--- config.mk ---
export PLATFORM = sky130hd
export DESIGN_NAME = seq_gen_flat
export DESIGN_NICKNAME = d
export VERILOG_FILES = /design/src/rtl/seq_gen_pkg.sv /design/src/rtl/seq_gen_if.sv /design/src/rtl/seq_gen_piso_sr.sv /design/src/rtl/seq_gen.sv /design/src/flat_wrapper.sv
export SDC_FILE = /design/constraint.sdc
export NUM_CORES = 1
export LEC_CHECK = 0
export ABC_AREA = 1
export BUFFER_PORTS_ARGS = -buffer_cell sky130_fd_sc_hd__buf_2
export CORE_AREA = 2 2 60 62
export DETAILED_ROUTE_END_ITERATION = 8
export DIE_AREA = 0 0 62 64
export GPL_ROUTABILITY_DRIVEN = 0
export PLACE_DENSITY = 0.48
export SKIP_CTS_REPAIR_TIMING = 1
export SYNTH_ARGS = -nofsm -noshare
export SYNTH_HDL_FRONTEND = slang
export SYNTH_HIERARCHICAL = 1
export SYNTH_SLANG_ARGS = --single-unit
--- constraint.sdc ---
create_clock -name clk -period 2.1 [get_ports clk]
set_input_delay 0.21 -clock clk [delete_from_list [all_inputs] [get_ports clk]]
set_output_delay 0.21 -clock clk [all_outputs]
set_load 0.02 [all_outputs]
--- src/rtl/seq_gen_pkg.sv ---
// seq_gen shared types: FSM state encoding and default widths.
package seq_gen_pkg;

    // PARITY is always present so the encoding does not depend on build options.
    typedef enum logic [2:0] {
        IDLE,
        SHIFT,
        PARITY,
        GAP,
        DONE
    } state_e;

    localparam int unsigned DEF_PATTERN_W  = 4;
    localparam int unsigned DEF_CNT_W      = 4;
    localparam int unsigned DEF_GAP_CYCLES = 1;

endpackage

--- src/rtl/seq_gen_if.sv ---
// seq_gen request/serial-output bundle. master = requester, slave = seq_gen.
interface seq_gen_if
    import seq_gen_pkg::*;
#(
    parameter int unsigned PATTERN_W = DEF_PATTERN_W,
    parameter int unsigned CNT_W     = DEF_CNT_W
);
    logic                 start;
    logic [PATTERN_W-1:0] pattern;
    logic [CNT_W-1:0]     repeat_cnt;
    logic                 abort;
    logic                 o;
    logic                 o_valid;
    logic                 busy;
    logic                 done;

    modport master (
        output start, pattern, repeat_cnt, abort,
        input  o, o_valid, busy, done
    );

    modport slave (
        input  start, pattern, repeat_cnt, abort,
        output o, o_valid, busy, done
    );
endinterface

--- src/rtl/seq_gen_piso_sr.sv ---
// Parallel-load, shift-left register; serial output taken from the MSB.
module piso_sr #(
    parameter int unsigned WIDTH = 4
) (
    input  logic             clk,
    input  logic             n_rst,
    input  logic             load,
    input  logic             shift,
    input  logic [WIDTH-1:0] din,
    output logic             sout
);
    logic [WIDTH-1:0] sr_q;

    // Load wins over shift so a reload on the last bit starts the next repetition cleanly.
    always_ff @(posedge clk or negedge n_rst) begin
        if (!n_rst) begin
            sr_q <= '0;
        end else if (load) begin
            sr_q <= din;
        end else if (shift) begin
            sr_q <= {sr_q[WIDTH-2:0], 1'b0};
        end
    end

    assign sout = sr_q[WIDTH-1];
endmodule

--- src/rtl/seq_gen.sv ---
// Serial pattern transmitter: sends a captured pattern MSB-first, repeat_cnt times,
// with GAP_CYCLES idle cycles between repetitions, then pulses done.
// Optional build macro SEQ_GEN_PARITY_EN appends an even-parity bit to each repetition.
module seq_gen
    import seq_gen_pkg::*;
#(
    parameter int unsigned PATTERN_W  = DEF_PATTERN_W,
    parameter int unsigned CNT_W      = DEF_CNT_W,
    parameter int unsigned GAP_CYCLES = DEF_GAP_CYCLES
) (
    input logic       clk,
    input logic       n_rst,
    seq_gen_if.slave  bus
);
    localparam int unsigned BIT_W = $clog2(PATTERN_W);
    localparam int unsigned GAP_W = ($clog2(GAP_CYCLES + 1) > 0) ? $clog2(GAP_CYCLES + 1) : 1;
    localparam logic [BIT_W-1:0] BIT_LAST = BIT_W'(PATTERN_W - 1);
    localparam logic [GAP_W-1:0] GAP_LOAD = GAP_W'((GAP_CYCLES > 0) ? GAP_CYCLES - 1 : 0);

    state_e               state_q, state_d;
    logic [BIT_W-1:0]     bit_q, bit_d;
    logic [CNT_W-1:0]     rep_q, rep_d;
    logic [GAP_W-1:0]     gap_q, gap_d;
    logic [PATTERN_W-1:0] pat_q, pat_d;
    logic                 sr_load, sr_shift, sr_out, rep_end;
    logic [PATTERN_W-1:0] sr_din;
`ifdef SEQ_GEN_PARITY_EN
    logic                 par_q, par_d;
`endif

    // The very first load comes straight from the bus; later reloads use the captured copy.
    assign sr_din = (state_q == IDLE) ? bus.pattern : pat_q;

    piso_sr #(
        .WIDTH (PATTERN_W)
    ) u_sr (
        .clk   (clk),
        .n_rst (n_rst),
        .load  (sr_load),
        .shift (sr_shift),
        .din   (sr_din),
        .sout  (sr_out)
    );

    // State and counter registers.
    always_ff @(posedge clk or negedge n_rst) begin
        if (!n_rst) begin
            state_q <= IDLE;
            bit_q   <= '0;
            rep_q   <= '0;
            gap_q   <= '0;
            pat_q   <= '0;
`ifdef SEQ_GEN_PARITY_EN
            par_q   <= 1'b0;
`endif
        end else begin
            state_q <= state_d;
            bit_q   <= bit_d;
            rep_q   <= rep_d;
            gap_q   <= gap_d;
            pat_q   <= pat_d;
`ifdef SEQ_GEN_PARITY_EN
            par_q   <= par_d;
`endif
        end
    end

    // Next-state and counter updates; abort overrides everything outside IDLE.
    always_comb begin
        state_d  = state_q;
        bit_d    = bit_q;
        rep_d    = rep_q;
        gap_d    = gap_q;
        pat_d    = pat_q;
        sr_load  = 1'b0;
        sr_shift = 1'b0;
        rep_end  = 1'b0;
`ifdef SEQ_GEN_PARITY_EN
        par_d    = par_q;
`endif
        unique case (state_q)
            IDLE: begin
                if (bus.start) begin
                    pat_d = bus.pattern;
                    rep_d = bus.repeat_cnt;
`ifdef SEQ_GEN_PARITY_EN
                    par_d = ^bus.pattern;
`endif
                    if (bus.repeat_cnt != '0) begin
                        state_d = SHIFT;
                        sr_load = 1'b1;
                        bit_d   = BIT_LAST;
                    end else begin
                        state_d = DONE;
                    end
                end
            end
            SHIFT: begin
                sr_shift = 1'b1;
                bit_d    = bit_q - 1'b1;
                if (bit_q == '0) begin
`ifdef SEQ_GEN_PARITY_EN
                    state_d = PARITY;
`else
                    rep_end = 1'b1;
`endif
                end
            end
`ifdef SEQ_GEN_PARITY_EN
            PARITY: rep_end = 1'b1;
`endif
            GAP: begin
                if (gap_q == '0) begin
                    state_d = SHIFT;
                    sr_load = 1'b1;
                    bit_d   = BIT_LAST;
                    rep_d   = rep_q - 1'b1;
                end else begin
                    gap_d = gap_q - 1'b1;
                end
            end
            DONE:    state_d = IDLE;
            default: state_d = IDLE;
        endcase

        // End of one repetition: finish, wait out the gap, or restart immediately.
        if (rep_end) begin
            if (rep_q == CNT_W'(1)) begin
                state_d = DONE;
            end else if (GAP_CYCLES == 0) begin
                state_d = SHIFT;
                sr_load = 1'b1;
                bit_d   = BIT_LAST;
                rep_d   = rep_q - 1'b1;
            end else begin
                state_d = GAP;
                gap_d   = GAP_LOAD;
            end
        end

        if (bus.abort && (state_q != IDLE)) begin
            state_d = IDLE;
        end
    end

    // Moore outputs decoded from the current state and datapath registers.
    always_comb begin
        bus.o       = 1'b0;
        bus.o_valid = 1'b0;
        bus.busy    = 1'b0;
        bus.done    = 1'b0;
        unique case (state_q)
            SHIFT: begin
                bus.o       = sr_out;
                bus.o_valid = 1'b1;
                bus.busy    = 1'b1;
            end
`ifdef SEQ_GEN_PARITY_EN
            PARITY: begin
                bus.o       = par_q;
                bus.o_valid = 1'b1;
                bus.busy    = 1'b1;
            end
`endif
            GAP:  bus.busy = 1'b1;
            DONE: begin
                bus.busy = 1'b1;
                bus.done = 1'b1;
            end
            default: ;
        endcase
    end
endmodule

--- src/flat_wrapper.sv ---
// flat-port wrapper written by rule: the top's interface ports become plain ports
module seq_gen_flat import seq_gen_pkg::*;
#(
    parameter int unsigned PATTERN_W  = DEF_PATTERN_W,
    parameter int unsigned CNT_W      = DEF_CNT_W,
    parameter int unsigned GAP_CYCLES = DEF_GAP_CYCLES
)
  (clk, n_rst, bus_start, bus_pattern, bus_repeat_cnt, bus_abort, bus_o, bus_o_valid, bus_busy, bus_done);
  seq_gen_if #(.PATTERN_W(PATTERN_W), .CNT_W(CNT_W)) bus_i ();
  input logic clk;
  input logic n_rst;
  input wire logic [$bits(bus_i.start)-1:0] bus_start;
  input wire logic [$bits(bus_i.pattern)-1:0] bus_pattern;
  input wire logic [$bits(bus_i.repeat_cnt)-1:0] bus_repeat_cnt;
  input wire logic [$bits(bus_i.abort)-1:0] bus_abort;
  output wire logic [$bits(bus_i.o)-1:0] bus_o;
  output wire logic [$bits(bus_i.o_valid)-1:0] bus_o_valid;
  output wire logic [$bits(bus_i.busy)-1:0] bus_busy;
  output wire logic [$bits(bus_i.done)-1:0] bus_done;
  assign bus_i.start = bus_start;
  assign bus_i.pattern = bus_pattern;
  assign bus_i.repeat_cnt = bus_repeat_cnt;
  assign bus_i.abort = bus_abort;
  assign bus_o = bus_i.o;
  assign bus_o_valid = bus_i.o_valid;
  assign bus_busy = bus_i.busy;
  assign bus_done = bus_i.done;
  seq_gen #(.PATTERN_W(PATTERN_W), .CNT_W(CNT_W), .GAP_CYCLES(GAP_CYCLES)) u_core (.clk(clk), .n_rst(n_rst), .bus(bus_i));
endmodule
==> impl_results.md <==
- Mapped Area: 1100 sq um
- F_max: 587 MHz
- PwrDens: 1370 nW/um^2
- Final setup violating endpoints: 0
- CTS Root Cell: clkbuf_4
- Pre-Repair DR Iteration Count: 4
- Top-area cell type share of the netlist area: 40.9%
- Design area: 1270 sq um
- Final Core Density: 38.6%
- Worst EP arrival: 1.49 ns
- Total GRT Usage: 14.0%
- FF-to-FF path depth: 7
- Seq. cell area: 450 sq um
- Critical Path Max Stage Delay: 0.47 ns
- Final WS setup: 0.398 ns
- Synth Instances: 154
- Layout cell share with drive strength beyond 1: 19.7%
- Overflow after GRT: 0
- Sink Count: 18
- Most common library cell in the layout ignoring fill and taps: nand2_1
- Most used cell, CP: nand2_1
- # diodes: 0
- Vias in the first global route: 964
- Max VDD drop: 0.460 mV
- Max FO, Critical Path: 9
- Die Ht: 64 microns
- Final Hold Viols: 0
- Hold crit path type: in -> reg
- Synthesis-to-finish area growth: 14.9%
- Final net count: 189
- DP Area: 1220 sq um
- Clock power frac: 12.5%
- #FFs+latches synth: 18
- Rel. slew slack: 71.3%
- Sequential share of power: 34.4%
- Clock Pin Slew Worst Setup and Hold Paths: 0.11 ns
- Placed Instances: 214
- Area of the multi-input gates: 542 sq um
- Worst R2R End: u_core/u_sr/sr_q[2]
- Drt via density: 4.57
- R2R Setup Slk: 0.59 ns
- Most frequent cells in the layout: nand2_1, inv_1, dfrtp_1, o21ai_0, buf_2
- Clock H-tree levels: 1
- DR WL/cell: 10.6 microns
- Die width: 62 microns
- Critical path type: reg -> out
- PnR Total Power: 1.73 mW
- Largest net degree at the start of global routing: 19
- Total CTS buffers: 3
- CP cell instances: nor2_4 > nand2_1 > inv_1 > nor2_1 > nand2_1 > buf_2
- R2r startpoint: u_core/state_q[2]
- Sw power: 0.809 mW
- Skew-Pair Late Insertion Delay: 0.29 ns
- Syn avg cell area: 7.16 sq um
- Worst clock skew: 0.00140 ns
- DRT antenna net count: 0
- Starting DRT DRC Count: 47
- Hold_ws: 0.182 ns
- Ports: 16
- Max-Cap Viols: 0
- PortBufs: 15
- Hold depth: 3
- Hold wc startpoint: bus_pattern[0]
- Final worst path period share: 81.1%
- Synth top area cells: dfrtp_1, nand2_1, o21ai_0, inv_1, nand3_1
- RSZ-0062 raised after global routing: no
- Filler cell count: 361
- Post-place setup slack: 0.600 ns
- P_leak: 0.694 nW
- Startpoint class of the critical path: flip-flop
- DRC: 0
- Starting Density: 33.6%
- Core footprint: 3280 sq um
- Netlist cell types: 20
- Setup_tns: 0 ns
- Required @ worst endpoint: 1.89 ns
- Int Pwr: 0.921 mW
- Post-detail-place hpwl: 1770 microns
- Die area: 3970 sq um
- Mapped Nets: 169
- CTS tree: built
- Post-Layout Cell Count: 219
- Final wirelength: 2320 microns
- Outcome: complete, no violations
- Antenna violations before repair: 0
- Register area share after synthesis: 40.9%
- Min cycle time layout: 1.70 ns
- Switching part of the total: 46.8%
- Post-synth top area cell: dfrtp_1
- Worst Max-Slew Pin Slew: 0.431 ns
- Combinational group share of total power: 53.1%
- Max Buffers Root-to-Sink: 2
- Critical Path Slowest Stage Cell: dfrtp_1
- Hold Path End: u_core/pat_q[0]
- CP endpoint kind: output pin
- Global-route wire length before repair: 4200 microns
- Ys Warns: 6
- Via count: 1000
- Slew Viols, Final: 0
- Std-Cell Rows: 21
==> critical path, delay by kind of cell, from the launching register on <==
kind	cells	cell delay [ns]
flops	1	0.47
buf+inv	2	0.39
simple gates	4	0.36
==> layer usage <==
metal / part of all wire [%] / global-route usage (%)
met5: 0 / 0
met1: 50 / 18.5
met2: 46 / 21.9
met3: 2.9 / 2.63
met4: 1.0 / 5.59
==> synth_stat cells <==
master and count:
or2_2 1, nor2_1 7, nand4_1 2, inv_2 2
clkinv_2 1, nand3_1 14, xnor2_1 1, buf_6 2
nand2_2 4, inv_1 20, nand2_1 51, nor3_1 3
ha_1 3, a21oi_2 1, dfrtp_1 18, a21oi_1 2
nor2_4 2, nor2_2 2, o21ai_0 17, nand3_2 1
==> cell families after synthesis <==
kind of cell	Yosys count	synth area share, %
AOI/OAI and AO/OA	20	9.42
xor gates and xnor gates	1	0.795
DFF	18	40.9
adders and majority gates	3	3.41
and+or+nand+nor	87	35.5
buffers and inverters	25	9.99
==> sequential cells by signal, indices dropped and copies added (netlist names) <==
signal,count
u_core/bit_q,2
u_core/pat_q,4
u_core/rep_q,4
u_core/u_sr/sr_q,4
u_core/state_q,3
u_core/gap_q,1
==> power groups by stage <==
stage / Combinational (mW) / Clock [mW] / Sequential [mW]
after floorplan: 0.750 / 0 / 0.578
after global placement: 0.916 / 0 / 0.599
after detailed placement: 0.921 / 0 / 0.603
after CTS: 0.927 / 0.226 / 0.596
after global routing: 1.08 / 0.241 / 0.615
final: 0.918 / 0.216 / 0.596
==> worst max path at each step <==
stage,slack [ns],to,start,cells past startpoint
after floorplan,0.50,u_core/u_sr/sr_q[2],u_core/state_q[2],7
after global routing,0.26,bus_busy,u_core/state_q[1],6
after detailed placement,0.60,u_core/u_sr/sr_q[2],u_core/state_q[2],7
final,0.40,bus_busy,u_core/state_q[1],6
after CTS,0.38,bus_busy,u_core/state_q[1],6
after global placement,0.61,u_core/u_sr/sr_q[1],u_core/state_q[2],7
==> layout make-up <==
| class | instances | area share [%] |
|---|---|---|
| flip-flops and latches | 18 | 35.6 |
| inverters | 23 | 6.92 |
| well taps | 46 | 4.55 |
| clock buffers | 4 | 2.87 |
| repair buffers | 17 | 7.31 |
| multi-input cells | 111 | 42.8 |
Note: power is estimated with default switching activity, not from simulation.
